`src/rtl/of_stage_pipe.sv`:
```
// RV32IM decode stage: DEPTH-entry fetch FIFO feeding a registered, flow-controlled decoded packet.
// Optional M-extension decode is enabled by defining RV32M_DECODE_EN.
`timescale 1ns/1ps

package rv32_pkg;

  localparam logic [6:0] OPC_LUI    = 7'b0110111;
  localparam logic [6:0] OPC_AUIPC  = 7'b0010111;
  localparam logic [6:0] OPC_JAL    = 7'b1101111;
  localparam logic [6:0] OPC_JALR   = 7'b1100111;
  localparam logic [6:0] OPC_BRANCH = 7'b1100011;
  localparam logic [6:0] OPC_LOAD   = 7'b0000011;
  localparam logic [6:0] OPC_STORE  = 7'b0100011;
  localparam logic [6:0] OPC_OP_IMM = 7'b0010011;
  localparam logic [6:0] OPC_OP     = 7'b0110011;

  typedef enum logic [5:0] {
    ALU_OP_NOP,
    ALU_OP_LUI,
    ALU_OP_AUIPC,
    ALU_OP_JAL,
    ALU_OP_JALR,
    ALU_OP_BEQ,
    ALU_OP_BNE,
    ALU_OP_BLT,
    ALU_OP_BGE,
    ALU_OP_BLTU,
    ALU_OP_BGEU,
    ALU_OP_LB,
    ALU_OP_LH,
    ALU_OP_LW,
    ALU_OP_LBU,
    ALU_OP_LHU,
    ALU_OP_SB,
    ALU_OP_SH,
    ALU_OP_SW,
    ALU_OP_ADDI,
    ALU_OP_SLTI,
    ALU_OP_SLTIU,
    ALU_OP_XORI,
    ALU_OP_ORI,
    ALU_OP_ANDI,
    ALU_OP_SLLI,
    ALU_OP_SRLI,
    ALU_OP_SRAI,
    ALU_OP_ADD,
    ALU_OP_SUB,
    ALU_OP_SLL,
    ALU_OP_SLT,
    ALU_OP_SLTU,
    ALU_OP_XOR,
    ALU_OP_SRL,
    ALU_OP_SRA,
    ALU_OP_OR,
    ALU_OP_AND,
    ALU_OP_MUL,
    ALU_OP_MULH,
    ALU_OP_MULHSU,
    ALU_OP_MULHU,
    ALU_OP_DIV,
    ALU_OP_DIVU,
    ALU_OP_REM,
    ALU_OP_REMU
  } alu_op_t;

  typedef struct packed {
    logic [31:0] pc;
    logic [31:0] instr;
  } rv32_if_packet_t;

  typedef struct packed {
    logic [31:0] pc;
    logic [4:0]  rs1;
    logic [4:0]  rs2;
    logic [4:0]  rd;
    logic [31:0] imm32;
    alu_op_t     alu_op;
    logic        dont_forward;
    logic        valid_opcode;
  } rv32_instr_packet_t;

  function automatic logic valid_opcode(input logic [6:0] opcode);
    case (opcode)
      OPC_LUI, OPC_AUIPC, OPC_JAL, OPC_JALR, OPC_BRANCH,
      OPC_LOAD, OPC_STORE, OPC_OP_IMM, OPC_OP: return 1'b1;
      default:                                 return 1'b0;
    endcase
  endfunction

  // Loads have no result at the end of execute; branches and stores have no register result.
  function automatic logic dont_forward(input logic [6:0] opcode);
    case (opcode)
      OPC_LOAD, OPC_STORE, OPC_BRANCH: return 1'b1;
      default:                         return 1'b0;
    endcase
  endfunction

endpackage

module of_stage_pipe
  import rv32_pkg::*;
#(
  parameter int DEPTH = 4,
  parameter int CNT_W = 32
) (
  input  logic               clk,
  input  logic               rst_n,
  input  logic               flush,
  input  logic               if_valid,
  output logic               if_ready,
  input  rv32_if_packet_t    if_packet,
  output logic               id_valid,
  input  logic               id_ready,
  output rv32_instr_packet_t instruction_packet,
  output logic               id_illegal,
  output logic [CNT_W-1:0]   decode_count
);

  localparam int PTR_W = $clog2(DEPTH);
  localparam logic [PTR_W:0]   DEPTH_CNT = (PTR_W+1)'(DEPTH);
  localparam logic [PTR_W:0]   CNT_ONE   = (PTR_W+1)'(1);
  localparam logic [PTR_W-1:0] PTR_ONE   = PTR_W'(1);

  rv32_if_packet_t    fifo_mem [DEPTH];
  logic [PTR_W-1:0]   wr_ptr_reg, rd_ptr_reg;
  logic [PTR_W:0]     count_reg, count_next;
  logic               id_valid_reg, id_illegal_reg;
  rv32_instr_packet_t packet_reg;
  logic [CNT_W-1:0]   decode_count_reg;

  logic               push, pop, handshake;
  rv32_if_packet_t    head;
  rv32_instr_packet_t dec;
  logic               dec_illegal;

  logic [31:0] instr;
  logic [6:0]  opc, f7;
  logic [2:0]  f3;
  logic [4:0]  rd_idx, rs1_idx, rs2_idx;
  logic [31:0] imm_i, imm_s, imm_b, imm_u, imm_j;

  assign if_ready  = (count_reg != DEPTH_CNT);
  assign handshake = id_valid_reg && id_ready;
  assign push      = if_valid && if_ready && !flush;
  assign pop       = (count_reg != '0) && (!id_valid_reg || id_ready) && !flush;

  always_comb begin
    count_next = count_reg;
    case ({push, pop})
      2'b10:   count_next = count_reg + CNT_ONE;
      2'b01:   count_next = count_reg - CNT_ONE;
      default: count_next = count_reg;
    endcase
  end

  // Packet storage carries no reset; occupancy is tracked by the pointers and count alone.
  always_ff @(posedge clk) begin
    if (push) begin
      fifo_mem[wr_ptr_reg] <= if_packet;
    end
  end

  always_ff @(posedge clk or negedge rst_n) begin
    if (!rst_n) begin
      wr_ptr_reg <= '0;
      rd_ptr_reg <= '0;
      count_reg  <= '0;
    end else if (flush) begin
      wr_ptr_reg <= '0;
      rd_ptr_reg <= '0;
      count_reg  <= '0;
    end else begin
      if (push) wr_ptr_reg <= wr_ptr_reg + PTR_ONE;
      if (pop)  rd_ptr_reg <= rd_ptr_reg + PTR_ONE;
      count_reg <= count_next;
    end
  end

  assign head    = fifo_mem[rd_ptr_reg];
  assign instr   = head.instr;
  assign opc     = instr[6:0];
  assign rd_idx  = instr[11:7];
  assign f3      = instr[14:12];
  assign rs1_idx = instr[19:15];
  assign rs2_idx = instr[24:20];
  assign f7      = instr[31:25];

  assign imm_i = {{20{instr[31]}}, instr[31:20]};
  assign imm_s = {{20{instr[31]}}, instr[31:25], instr[11:7]};
  assign imm_b = {{19{instr[31]}}, instr[31], instr[7], instr[30:25], instr[11:8], 1'b0};
  assign imm_u = {instr[31:12], 12'b0};
  assign imm_j = {{11{instr[31]}}, instr[31], instr[19:12], instr[20], instr[30:21], 1'b0};

  // Illegal encodings keep their format's fields but decode to NOP and still flow downstream.
  always_comb begin
    dec              = '0;
    dec.pc           = head.pc;
    dec.valid_opcode = rv32_pkg::valid_opcode(opc);
    dec.dont_forward = rv32_pkg::dont_forward(opc);
    dec.alu_op       = ALU_OP_NOP;
    dec_illegal      = 1'b0;
    case (opc)
      OPC_LUI: begin
        dec.rd     = rd_idx;
        dec.imm32  = imm_u;
        dec.alu_op = ALU_OP_LUI;
      end
      OPC_AUIPC: begin
        dec.rd     = rd_idx;
        dec.imm32  = imm_u;
        dec.alu_op = ALU_OP_AUIPC;
      end
      OPC_JAL: begin
        dec.rd     = rd_idx;
        dec.imm32  = imm_j;
        dec.alu_op = ALU_OP_JAL;
      end
      OPC_JALR: begin
        dec.rs1   = rs1_idx;
        dec.rd    = rd_idx;
        dec.imm32 = imm_i;
        if (f3 == 3'b000) dec.alu_op = ALU_OP_JALR;
        else              dec_illegal = 1'b1;
      end
      OPC_BRANCH: begin
        dec.rs1   = rs1_idx;
        dec.rs2   = rs2_idx;
        dec.imm32 = imm_b;
        case (f3)
          3'b000:  dec.alu_op = ALU_OP_BEQ;
          3'b001:  dec.alu_op = ALU_OP_BNE;
          3'b100:  dec.alu_op = ALU_OP_BLT;
          3'b101:  dec.alu_op = ALU_OP_BGE;
          3'b110:  dec.alu_op = ALU_OP_BLTU;
          3'b111:  dec.alu_op = ALU_OP_BGEU;
          default: dec_illegal = 1'b1;
        endcase
      end
      OPC_LOAD: begin
        dec.rs1   = rs1_idx;
        dec.rd    = rd_idx;
        dec.imm32 = imm_i;
        case (f3)
          3'b000:  dec.alu_op = ALU_OP_LB;
          3'b001:  dec.alu_op = ALU_OP_LH;
          3'b010:  dec.alu_op = ALU_OP_LW;
          3'b100:  dec.alu_op = ALU_OP_LBU;
          3'b101:  dec.alu_op = ALU_OP_LHU;
          default: dec_illegal = 1'b1;
        endcase
      end
      OPC_STORE: begin
        dec.rs1   = rs1_idx;
        dec.rs2   = rs2_idx;
        dec.imm32 = imm_s;
        case (f3)
          3'b000:  dec.alu_op = ALU_OP_SB;
          3'b001:  dec.alu_op = ALU_OP_SH;
          3'b010:  dec.alu_op = ALU_OP_SW;
          default: dec_illegal = 1'b1;
        endcase
      end
      OPC_OP_IMM: begin
        dec.rs1   = rs1_idx;
        dec.rd    = rd_idx;
        dec.imm32 = imm_i;
        case (f3)
          3'b000: dec.alu_op = ALU_OP_ADDI;
          3'b010: dec.alu_op = ALU_OP_SLTI;
          3'b011: dec.alu_op = ALU_OP_SLTIU;
          3'b100: dec.alu_op = ALU_OP_XORI;
          3'b110: dec.alu_op = ALU_OP_ORI;
          3'b111: dec.alu_op = ALU_OP_ANDI;
          3'b001: begin
            if (f7 == 7'b0000000) dec.alu_op = ALU_OP_SLLI;
            else                  dec_illegal = 1'b1;
          end
          default: begin
            if (f7 == 7'b0000000)      dec.alu_op = ALU_OP_SRLI;
            else if (f7 == 7'b0100000) dec.alu_op = ALU_OP_SRAI;
            else                       dec_illegal = 1'b1;
          end
        endcase
      end
      OPC_OP: begin
        dec.rs1 = rs1_idx;
        dec.rs2 = rs2_idx;
        dec.rd  = rd_idx;
        case (f7)
          7'b0000000: begin
            case (f3)
              3'b000:  dec.alu_op = ALU_OP_ADD;
              3'b001:  dec.alu_op = ALU_OP_SLL;
              3'b010:  dec.alu_op = ALU_OP_SLT;
              3'b011:  dec.alu_op = ALU_OP_SLTU;
              3'b100:  dec.alu_op = ALU_OP_XOR;
              3'b101:  dec.alu_op = ALU_OP_SRL;
              3'b110:  dec.alu_op = ALU_OP_OR;
              default: dec.alu_op = ALU_OP_AND;
            endcase
          end
          7'b0100000: begin
            case (f3)
              3'b000:  dec.alu_op = ALU_OP_SUB;
              3'b101:  dec.alu_op = ALU_OP_SRA;
              default: dec_illegal = 1'b1;
            endcase
          end
`ifdef RV32M_DECODE_EN
          7'b0000001: begin
            case (f3)
              3'b000:  dec.alu_op = ALU_OP_MUL;
              3'b001:  dec.alu_op = ALU_OP_MULH;
              3'b010:  dec.alu_op = ALU_OP_MULHSU;
              3'b011:  dec.alu_op = ALU_OP_MULHU;
              3'b100:  dec.alu_op = ALU_OP_DIV;
              3'b101:  dec.alu_op = ALU_OP_DIVU;
              3'b110:  dec.alu_op = ALU_OP_REM;
              default: dec.alu_op = ALU_OP_REMU;
            endcase
          end
`endif
          default: dec_illegal = 1'b1;
        endcase
      end
      default: dec_illegal = 1'b1;
    endcase
  end

  always_ff @(posedge clk or negedge rst_n) begin
    if (!rst_n) begin
      id_valid_reg     <= 1'b0;
      id_illegal_reg   <= 1'b0;
      packet_reg       <= '0;
      decode_count_reg <= '0;
    end else if (flush) begin
      id_valid_reg   <= 1'b0;
      id_illegal_reg <= 1'b0;
      packet_reg     <= '0;
    end else begin
      if (handshake) decode_count_reg <= decode_count_reg + CNT_W'(1);
      if (pop) begin
        id_valid_reg   <= 1'b1;
        id_illegal_reg <= dec_illegal;
        packet_reg     <= dec;
      end else if (handshake) begin
        id_valid_reg <= 1'b0;
      end
    end
  end

  assign id_valid           = id_valid_reg;
  assign id_illegal         = id_illegal_reg;
  assign instruction_packet = packet_reg;
  assign decode_count       = decode_count_reg;

  a_count_bound: assert property (@(posedge clk) disable iff (!rst_n) count_reg <= DEPTH_CNT);
  a_stall_hold: assert property (@(posedge clk) disable iff (!rst_n)
    (id_valid_reg && !id_ready && !flush) |=> ($stable(packet_reg) && $stable(id_illegal_reg)));

endmodule
```
`config.mk`:
```
export PLATFORM = sky130hd
export DESIGN_NAME = of_stage_pipe
export DESIGN_NICKNAME = d
export VERILOG_FILES = /design/src/rtl/of_stage_pipe.sv
export SDC_FILE = /design/constraint.sdc
export NUM_CORES = 1
export LEC_CHECK = 0
export BUFFER_PORTS_ARGS = -buffer_cell sky130_fd_sc_hd__buf_4
export CORE_ASPECT_RATIO = 0.5
export CORE_MARGIN = 2
export CORE_UTILIZATION = 58
export CTS_CLUSTER_SIZE = 10
export DETAILED_ROUTE_END_ITERATION = 16
export PLACE_DENSITY = 0.8
export SLEW_MARGIN = 20
export SYNTH_ARGS = -nofsm -noshare
export SYNTH_HDL_FRONTEND = slang
export SYNTH_SLANG_ARGS = --single-unit
```
`constraint.sdc`:
```
create_clock -name clk -period 4.3 [get_ports clk]
set_clock_uncertainty 0.15 [all_clocks]
set_input_delay 0 -clock clk [delete_from_list [all_inputs] [get_ports clk]]
set_output_delay 0 -clock clk [all_outputs]
set_load 0.05 [all_outputs]
```
After elaboration in Yosys (flattened, before gate mapping)
Memory sizes are Yosys's and may differ from the RTL's.
Index checks and enable logic that the tools add are counted.
{"block": "word_totals", "rom_bits": 0, "output_inout_bits": 122, "mem_bits_rw": 256, "n_memories": 1, "regBits": 128, "latch_bits": 0, "in_bits": 69}
{"block": "classes", "n_reduce_logical": 29, "n_mux": 44, "shift": 0, "n_lt_le_gt_ge": 0, "mul": 0, "n_eq_ne": 20, "div_mod_pow": 0, "bitwise": 1, "n_addsub": 5}
{"name": "fifo_mem", "words": 4, "width": 64, "read_ports": 1, "rd_ports_with_merged_regs": 0, "write_ports": 1, "line": "124", "source": "rv32_if_packet_t fifo_mem [DEPTH];"}
{"cell": "$mux 87", "n": 2}
{"cell": "$pmux 32 s5", "n": 1}
{"cell": "$pmux 6 s9", "n": 1}
{"cell": "$pmux 6 s7", "n": 1}
{"cell": "$pmux 5 s7", "n": 1}
{"cell": "$add 32x1->32 const B", "n": 1}
{"cell": "$mux 5", "n": 6}
{"cell": "$eq 7x6->1 const B", "n": 4}
{"cell": "$pmux 4 s6", "n": 1}
{"cell": "$pmux 6 s2", "n": 2}
{"cell": "$eq 7x7->1 const B", "n": 3}
{"cell": "$pmux 4 s5", "n": 1}
{"cell": "$reduce_or 6->1", "n": 3}
{"cell": "$mux 1", "n": 17}
{"cell": "$pmux 5 s3", "n": 1}
{"cell": "$reduce_or 3->1", "n": 5}
{"cell": "$eq 7x5->1 const B", "n": 2}
{"cell": "$eq 3x3->1 const B", "n": 4}
{"cell": "$reduce_bool 3->1", "n": 3}
{"cell": "$reduce_or 9->1", "n": 1}
{"cell": "$mux 2", "n": 4}
{"cell": "$eq 7x2->1 const B", "n": 1}
{"cell": "$logic_not 7->1", "n": 1}
{"cell": "$pmux 1 s7", "n": 1}
{"cell": "other kinds (21)", "n": 32}

Longest topological paths before layout
Gate-level depths: netlist (run 1).
An unclocked memory read counts as a cell.
{"block": "logic_depth", "depth_word": 8, "mapped_depth": 10, "mapped_depth_nobuf": 9}

Least setup slack after synthesis (run 1)
Ideal clock, no wire load.
{"block": "synth_timing", "path_type": "reg2reg", "startpoint": "register count_reg[2]", "endpoint": "memory fifo_mem[0][0] in the netlist's numbering, enable pin", "setup_slack_ns": 1.059, "synth_period_minus_slack_ns": 3.241, "setup_ns": 0.429, "arrival_time_ns": 2.662, "stages_incl_launch_ff": 5, "required_time_ns": 3.721, "path_buffers": 0, "path_cell_list": "dfrtp_1 > or3b_2 > nand2_1 > nor2_1 > and2_1"}
{"block": "synth_between", "elab_chain_cells": 5}
{"element": "start: declaration", "line": "126", "source": "logic [PTR_W:0] count_reg, count_next;"}
{"element": "start signal: assignment", "line": "175", "source": "count_reg <= count_next;"}
{"element": "$ne 3x3->1", "line": "142", "source": "assign if_ready = (count_reg != DEPTH_CNT);"}
{"element": "named net if_ready", "line": "110", "source": "output logic if_ready,"}
{"element": "$logic_and 1x1->1 (2 in a row)", "line": "144", "source": "assign push = if_valid && if_ready && !flush;"}
{"element": "$mux 1", "line": "158", "source": "if (push) begin"}
{"element": "$mux 1 (implied by the code)", "line": "159", "source": "fifo_mem[wr_ptr_reg] <= if_packet;"}
{"element": "end: declaration", "line": "124"}
The timed path passes the listed nets, and every way through them passes these cells.

Final worst setup path (run 1)
{"block": "layout_timing", "startpoint": "register rd_ptr_reg[0]", "endpoint": "register packet_reg (netlist bit instruction_packet[21])"}
{"block": "layout_between", "elab_chain_cells": 6, "word_cells_on_any_way": 14}
{"element": "start: declaration", "line": "125", "source": "logic [PTR_W-1:0] wr_ptr_reg, rd_ptr_reg;"}
{"element": "start signal: assignment", "line": "174", "source": "if (pop) rd_ptr_reg <= rd_ptr_reg + PTR_ONE;"}
{"element": "$mem_v2 4x64 *"}
{"element": "$eq 7x5->1 (tied with other cells)", "line": "202", "source": "case (opc)"}
{"element": "$reduce_or 3->1 (no source line) / $reduce_or 2->1 (equally long branches)"}
{"element": "$pmux 32 s5 *", "line": "202"}
{"element": "$mux 87 *", "line": "342", "source": "if (pop) begin"}
{"element": "$mux 87 *", "line": "336", "source": "end else if (flush) begin"}
{"element": "end signal: assignment", "line": "334", "source": "packet_reg <= '0;"}
{"element": "end signal: assignment", "line": "339", "source": "packet_reg <= '0;"}
{"element": "end signal: assignment", "line": "345", "source": "packet_reg <= dec;"}
{"element": "end: declaration", "line": "128", "source": "rv32_instr_packet_t packet_reg;"}
Every way passes the cells marked *; elsewhere a longest branch is shown, timed or not. The select of a mux whose other input is x is not followed.
A chain may end at the register's enable or synchronous reset.

==> impl_metrics.yaml, run 1 <==
grt:
  antenna_found_initial: 1
  grt_max_degree: 97
  grt_pass1_vias: 10300
  gr-max-usage-layer: "met2"
  use_met3_pct: 5.68
  grt_pass1_wl_mm: 58.9
  grt_use_met2_pct: 47.1
  grt-ovfl-total: 0
  use_met1_pct: 36.9
  grtUsageTotal_pct: 28.1
drt:
  vias: 9906
  routed_via_density: 6.03
  wl_per_cell_microns: 23.1
  drtAntennaViolNets: 0
  drt_pass1_iterations: 5
  drt_wl_total_mm: 38.0
  drc: 0
  drt-initial-drc-count: 1000
worst_setup_path:
  cp_slowest_cell: "mux4_1"
  crit_top_cell: "a21oi_1"
  end_kind: "register"
  crit_type: "register to register"
  critPathLaunchType: "register"
  path_cells: "mux4_1 -> nor3_2 -> nand2b_1 -> a21oi_1 -> a21oi_1 -> o21ai_0"
  crit_arrival_ns: 3.77
  critPathMaxFanout: 20
  cp_slowest_stage_delay_ns: 0.84
  cp_data_required_time_ns: 4.61
yosys:
  synthCells: 986
  synth.avg_cell_area_sq_um: 15.6
  syn-cell-area_sq_mm: 0.0154
  ys_seq_elements: 384
  seq_area_frac_synth_pct: 70.9
  yosys-top-cells-area: "edfxtp_1 50%, dfrtp_1 21%, mux4_2 7.8%, nand2_1 3.2%, a21oi_1 2.1%"
  synth_edf_count: 256
  ys_dominant_reg_cell: "edfxtp_1"
  yosys_warnings: 0
  synth_nets: 1061
  yosysMostFrequentCell: "edfxtp_1"
  yosys.cell_types.count: 65
  ys_async_sr_fraction_pct: 33.3
  yosysTopAreaCell: "edfxtp_1"
  synth_top_area_share_pct: 50.0
  synth_commonest_cells: "256 x edfxtp_1, 133 x nand2_1, 128 x dfrtp_1"
floorplanning:
  die_y_microns: 119
  fp.dieW_microns: 234
  io_pins: 191
  initial_core_util_pct: 58.6
  std_cell_rows: 42
  core-area_sq_mm: 0.0262
  dieArea_sq_mm: 0.0279
sta:
  fin_crit_ns: 3.46
  fmax_ghz: 0.289
  tightest_slew_ns: 1.04
  maxSlewViolCount: 0
  relSlewSlack_pct: 30.3
  finalSetupViolCount: 0
  hold_violations: 14
  whs_ns: -0.0307
  grt_setup_unrepaired: "false"
  finalSetupTns_ns: 0
  post-route-period-util_pct: 80.5
layout:
  largest_reg_flops: 256
  fin_util_pct: 73.0
  drive_above_1_share_pct: 25.2
  finalNetCount: 1331
  seqCellArea_sq_mm: 0.0109
  area_delta_synth_final_pct: 24.7
  multi_input_area_sq_mm: 0.00425
  stdcell_count: 1644
  fillers: 1546
status:
  violations: "hold timing"
  outcome: "complete, but fails checks"
clock_network:
  cts_buffer_depth: 3
  cts_sinks: 384
  cts_resized: 0
  post_cts_buffers: 0
  root_buffer: "clkbuf_16"
  cts_tree: "built"
  clk-insertion-delay-late_ns: 0.57
  numCtsBuffers: 44
  htreeDepth: 2
  clk_pin_slew_worst_paths_ns: 0.06
placement:
  gp_congestion: 0.866
  placed_cells: 1492
  port-buffer-count: 190
  dp_hpwl_mm: 21.6
power_and_ir_drop:
  power.density_mw_per_mm2: 583
  ir_drop_mv: 0.417
  power_leakage_nw: 7.33
job:
  max_cap_violations: 0
worst_hold_path:
  hold_class: "primary input to asynchronous set/reset pin"
[cell usage in the layout, fill, tap and decap left out, types with 4 or more instances in the layout]
cell type      count
xnor2_1           27
buf_4            201
nand3_1           19
ha_1               5
nand2b_1           6
edfxtp_1         256
and2_4             4
nor4_1             6
nand4_1           12
xor2_1            11
and2_1             4
nand2_1          133
o21ai_0           24
a21oi_1           64
mux2i_1           10
and3_1             4
clkbuf_16         45
mux4_1             7
a21o_1             5
a211oi_1           4
o211ai_1           6
nor2_1            46
inv_1             10
nor3_1            10
a221o_1           12
dlygate4sd3_1     70
a22o_1            17
mux4_2            53
clkbuf_1          33
dfrtp_1          126
[per-stage QoR]
| step | hold slack, ns | setup slack [ns] | cell area (sq um) | total power, W |
|---|---|---|---|---|
| 4_1_cts | 0.0112 | 0.858 | 19100 | 0.0111 |
| 3_3_place_gp | 0.00556 | 0.962 | 17100 | 0.00758 |
| 3_5_place_dp | 0.0201 | 0.854 | 17100 | 0.00766 |
| 2_1_floorplan | -0.446 | 1.06 | 15400 | 0.00671 |
| 5_1_grt | 0.0326 | 0.611 | 19100 | 0.0116 |
| 6_report | -0.0307 | 0.839 | 19100 | 0.0112 |
[what timing repair did]
action                                  4_1_cts  5_1_grt
endpoints found under the hold margin       402        0
endpoints found under the setup margin        0        0
hold buffers                                 70        0
[metal layers]
metal  wire length, microns  share of wire, %  up-vias
li1                       -                 -     4310
met1                  14900                39     5005
met2                  19300                51      495
met3                   2820               7.4       96
met4                   1070               2.8        0
met5                      0                 0        -
[critical path: cells and delay by family, from the launching register on]
kind	cells	cell delay, ns
and+or+nand+nor	2	0.86
AOI/OAI and AO/OA	3	0.87
DFF	1	0.64
muxes	1	0.84
[cell families (layout without fill, tap and decap cells)]
family	after synthesis	in the layout	synth area share, %
and+or+nand+nor	270	270	8.15
adders and majority gates	6	6	0.538
other	0	1	0
AOI/OAI and AO/OA	157	157	6.76
xor gates and xnor gates	38	38	2.17
muxes	73	73	9.84
DFF	384	384	70.9
buffers and inverters	58	363	1.65
[power breakdown]
group / internal, W / total, W / switching, W / leakage, nW
Combinational: 0.00106 / 0.00316 / 0.00209 / 2.65
Clock: 0.00197 / 0.00344 / 0.00147 / 0.612
Sequential: 0.00431 / 0.00456 / 0.000247 / 4.07
Total: 0.00735 / 0.0112 / 0.00381 / 7.33
[final cells by class]
cell class,instances,share of cell area (%)
sequential,384,56.9
timing repair buffer,272,11.6
clock inverter,3,0.281
multi-input combinational,544,22.2
antenna,1,0.0131
clock buffer,78,6.53
inverter,10,0.196
tap,352,2.30
[path summary, 6_finish.rpt]
check	slack, ns	cells after the start	start	endpoint
worst max-delay path	0.84	6	rd_ptr_reg[0]	instruction_packet[21]
worst min-delay path	-0.03	2	rst_n	decode_count[14]
worst max register to register	0.84	6	rd_ptr_reg[0]	instruction_packet[21]
worst min register to register	0.35	1	decode_count[31]	decode_count[31]
max in group asynchronous	2.87	3	rst_n	rd_ptr_reg[1]
min in group clk	0.03	2	if_packet[53]	fifo_mem[3][53]
No activity file was read; power rests on OpenSTA's default activity.
==> run 2: changes to the inputs <==
==> constraint.sdc (replaced) <==
create_clock -name clk -period 3.2 [get_ports clk]
set_clock_uncertainty 0.15 [all_clocks]
set_input_delay 0 -clock clk [delete_from_list [all_inputs] [get_ports clk]]
set_output_delay 0 -clock clk [all_outputs]
set_load 0.05 [all_outputs]
==> run 2 against run 1 <==
  * The flow still finishes with violations (hold timing)
  * Clock power up 34%
  * Maximum frequency up 12%
  * Worst hold slack worse by 0.0047 ns
  * Non-clock buffer count up 25
  * Sequential share of layout area down 0.59 points
  * First-iteration DRC count down 7.6%
  * Design area up 1.0%
  * Combinational power up 41%
  * Total power up 36%
  * Flip-flop and latch count unchanged
  * Final cell count up 1.4%
  * Register-to-register slack worse by 0.72 ns
==> impl_metrics.yaml, run 2 (synthesis results as in run 1) <==
status:
  outcome: "complete, but fails checks"
  violations: "hold timing"
worst_setup_path:
  path_cells: "mux4_2 -> or4_1 -> or3_4 -> o21ai_1 -> nor2_1 -> a211oi_1 -> a311oi_1"
  critPathLaunchType: "register"
  cp_data_required_time_ns: 3.47
  crit_arrival_ns: 3.36
  r2r_setup_slack_ns: 0.12
  cp_slowest_cell: "or4_1"
  cp_slowest_stage_delay_ns: 0.58
  crit_type: "register to register"
  cp_top_family: "simple AND/OR/NAND/NOR gates"
  crit_cells: 7
  end_kind: "register"
  critPathMaxFanout: 11
  path_buf_inv: 0
  r2r_cells: 7
sta:
  fmax_ghz: 0.324
  finalSetupViolCount: 0
  tightest_slew_ns: 1.07
  grt_setup_unrepaired: "false"
  maxSlewViolCount: 0
  post-route-period-util_pct: 96.4
  hold_violations: 28
  fin_crit_ns: 3.08
  whs_ns: -0.0354
  finalSetupTns_ns: 0
  relSlewSlack_pct: 28.5
worst_hold_path:
  hold_class: "primary input to asynchronous set/reset pin"
drt:
  drc: 0
  drt-initial-drc-count: 924
  vias: 9996
  drt_pass1_iterations: 6
  routed_via_density: 6.00
  wl_per_cell_microns: 22.7
  drtAntennaViolNets: 0
  drt_wl_total_mm: 37.9
grt:
  grt_pass1_vias: 10400
  grt_pass1_wl_mm: 58.5
  grtUsageTotal_pct: 27.8
  grt_max_degree: 94
  antenna_found_initial: 2
  grt-ovfl-total: 0
layout:
  drive_above_1_share_pct: 26.9
  layout_common_cells: "256 x edfxtp_1, 226 x buf_4, 133 x nand2_1"
  fin_util_pct: 73.8
  area_delta_synth_final_pct: 25.9
  final_common_cell: "edfxtp_1"
  largest_reg_flops: 256
  finalNetCount: 1356
  stdcell_area_sq_mm: 0.0193
clock_network:
  numCtsBuffers: 44
  clk_pin_slew_worst_paths_ns: 0.06
  htreeDepth: 2
  clk-insertion-delay-late_ns: 0.56
  cts_tree: "built"
  root_buffer: "clkbuf_16"
  cts_buffer_depth: 3
  cts_sinks: 384
placement:
  port-buffer-count: 190
  placed_area_sq_mm: 0.0174
  gp_congestion: 0.882
  dp_hpwl_mm: 22.3
floorplanning:
  initial_core_util_pct: 58.6
  die_y_microns: 119
  fp.dieW_microns: 234
  core-area_sq_mm: 0.0262
  io_pins: 191
  std_cell_rows: 42
  dieArea_sq_mm: 0.0279
job:
  max_cap_violations: 0
power_and_ir_drop:
  ir_drop_mv: 0.466
  power_leakage_nw: 7.46
  power.density_mw_per_mm2: 782
-- run 2: changes by cell type in the layout (fill, tap and decap cells not counted), sizes merged --
cell,before,now
clkinvlp,1,0
diode,1,2
clkbuf,78,75
dlygate4sd3,70,68
buf,202,229
clkinv,2,1
inv,10,12
-- run 2: timing repair --
| item | CTS | global route |
|---|---|---|
| hold buffers | 68 | 0 |
| resized for setup | 0 | 1 |
| hold endpoints to repair | 387 | 0 |
| buffers inserted | 0 | 1 |
| endpoints found under the setup margin | 0 | 3 |
-- run 2: final timing paths --
| kind | end | startpoint |
|---|---|---|
| max | id_illegal | rd_ptr_reg[0] |
| min | decode_count[19] | rst_n |
| max reg2reg | id_illegal | rd_ptr_reg[0] |
| min reg2reg | instruction_packet[42] | instruction_packet[42] |
| max in group asynchronous | instruction_packet[38] | rst_n |
| min in group clk | fifo_mem[3][38] | if_packet[38] |
-- run 2: through the flow --
step | power, W | instances | setup WS, ns
floorplan | 0.00901 | 986 | 0.281
global placement | 0.0104 | 1518 | 0.168
detailed placement | 0.0104 | 1518 | 0.158
CTS | 0.0151 | 1664 | 0.141
global route | 0.0157 | 1667 | 0.00274
finish | 0.0151 | 1667 | 0.116
-- run 2: layer usage --
| layer | share of wire (%) | global-route usage [%] |
|---|---|---|
| met2 | 50 | 45.3 |
| met4 | 3.4 | 11.1 |
| met3 | 6.8 | 5.24 |
| met1 | 40 | 37.7 |
| met5 | 0 | 0 |
-- run 2: power by group --
part	internal [W]	leakage (nW)	total (W)	switching, W
Clock	0.00264	0.614	0.00460	0.00196
Combinational	0.00153	2.78	0.00444	0.00291
Sequential	0.00579	4.07	0.00610	0.000304
Total	0.00997	7.46	0.0151	0.00517
-- run 2: area by class of cell --
type	instances	area (sq um)
clock inverter	3	48.8
clock buffer	75	1240
fill	1546	6880
timing repair buffer	297	2430
multi-input combinational	544	4250
antenna	2	5.00
sequential	384	10900
inverter	10	37.5
tap	352	440
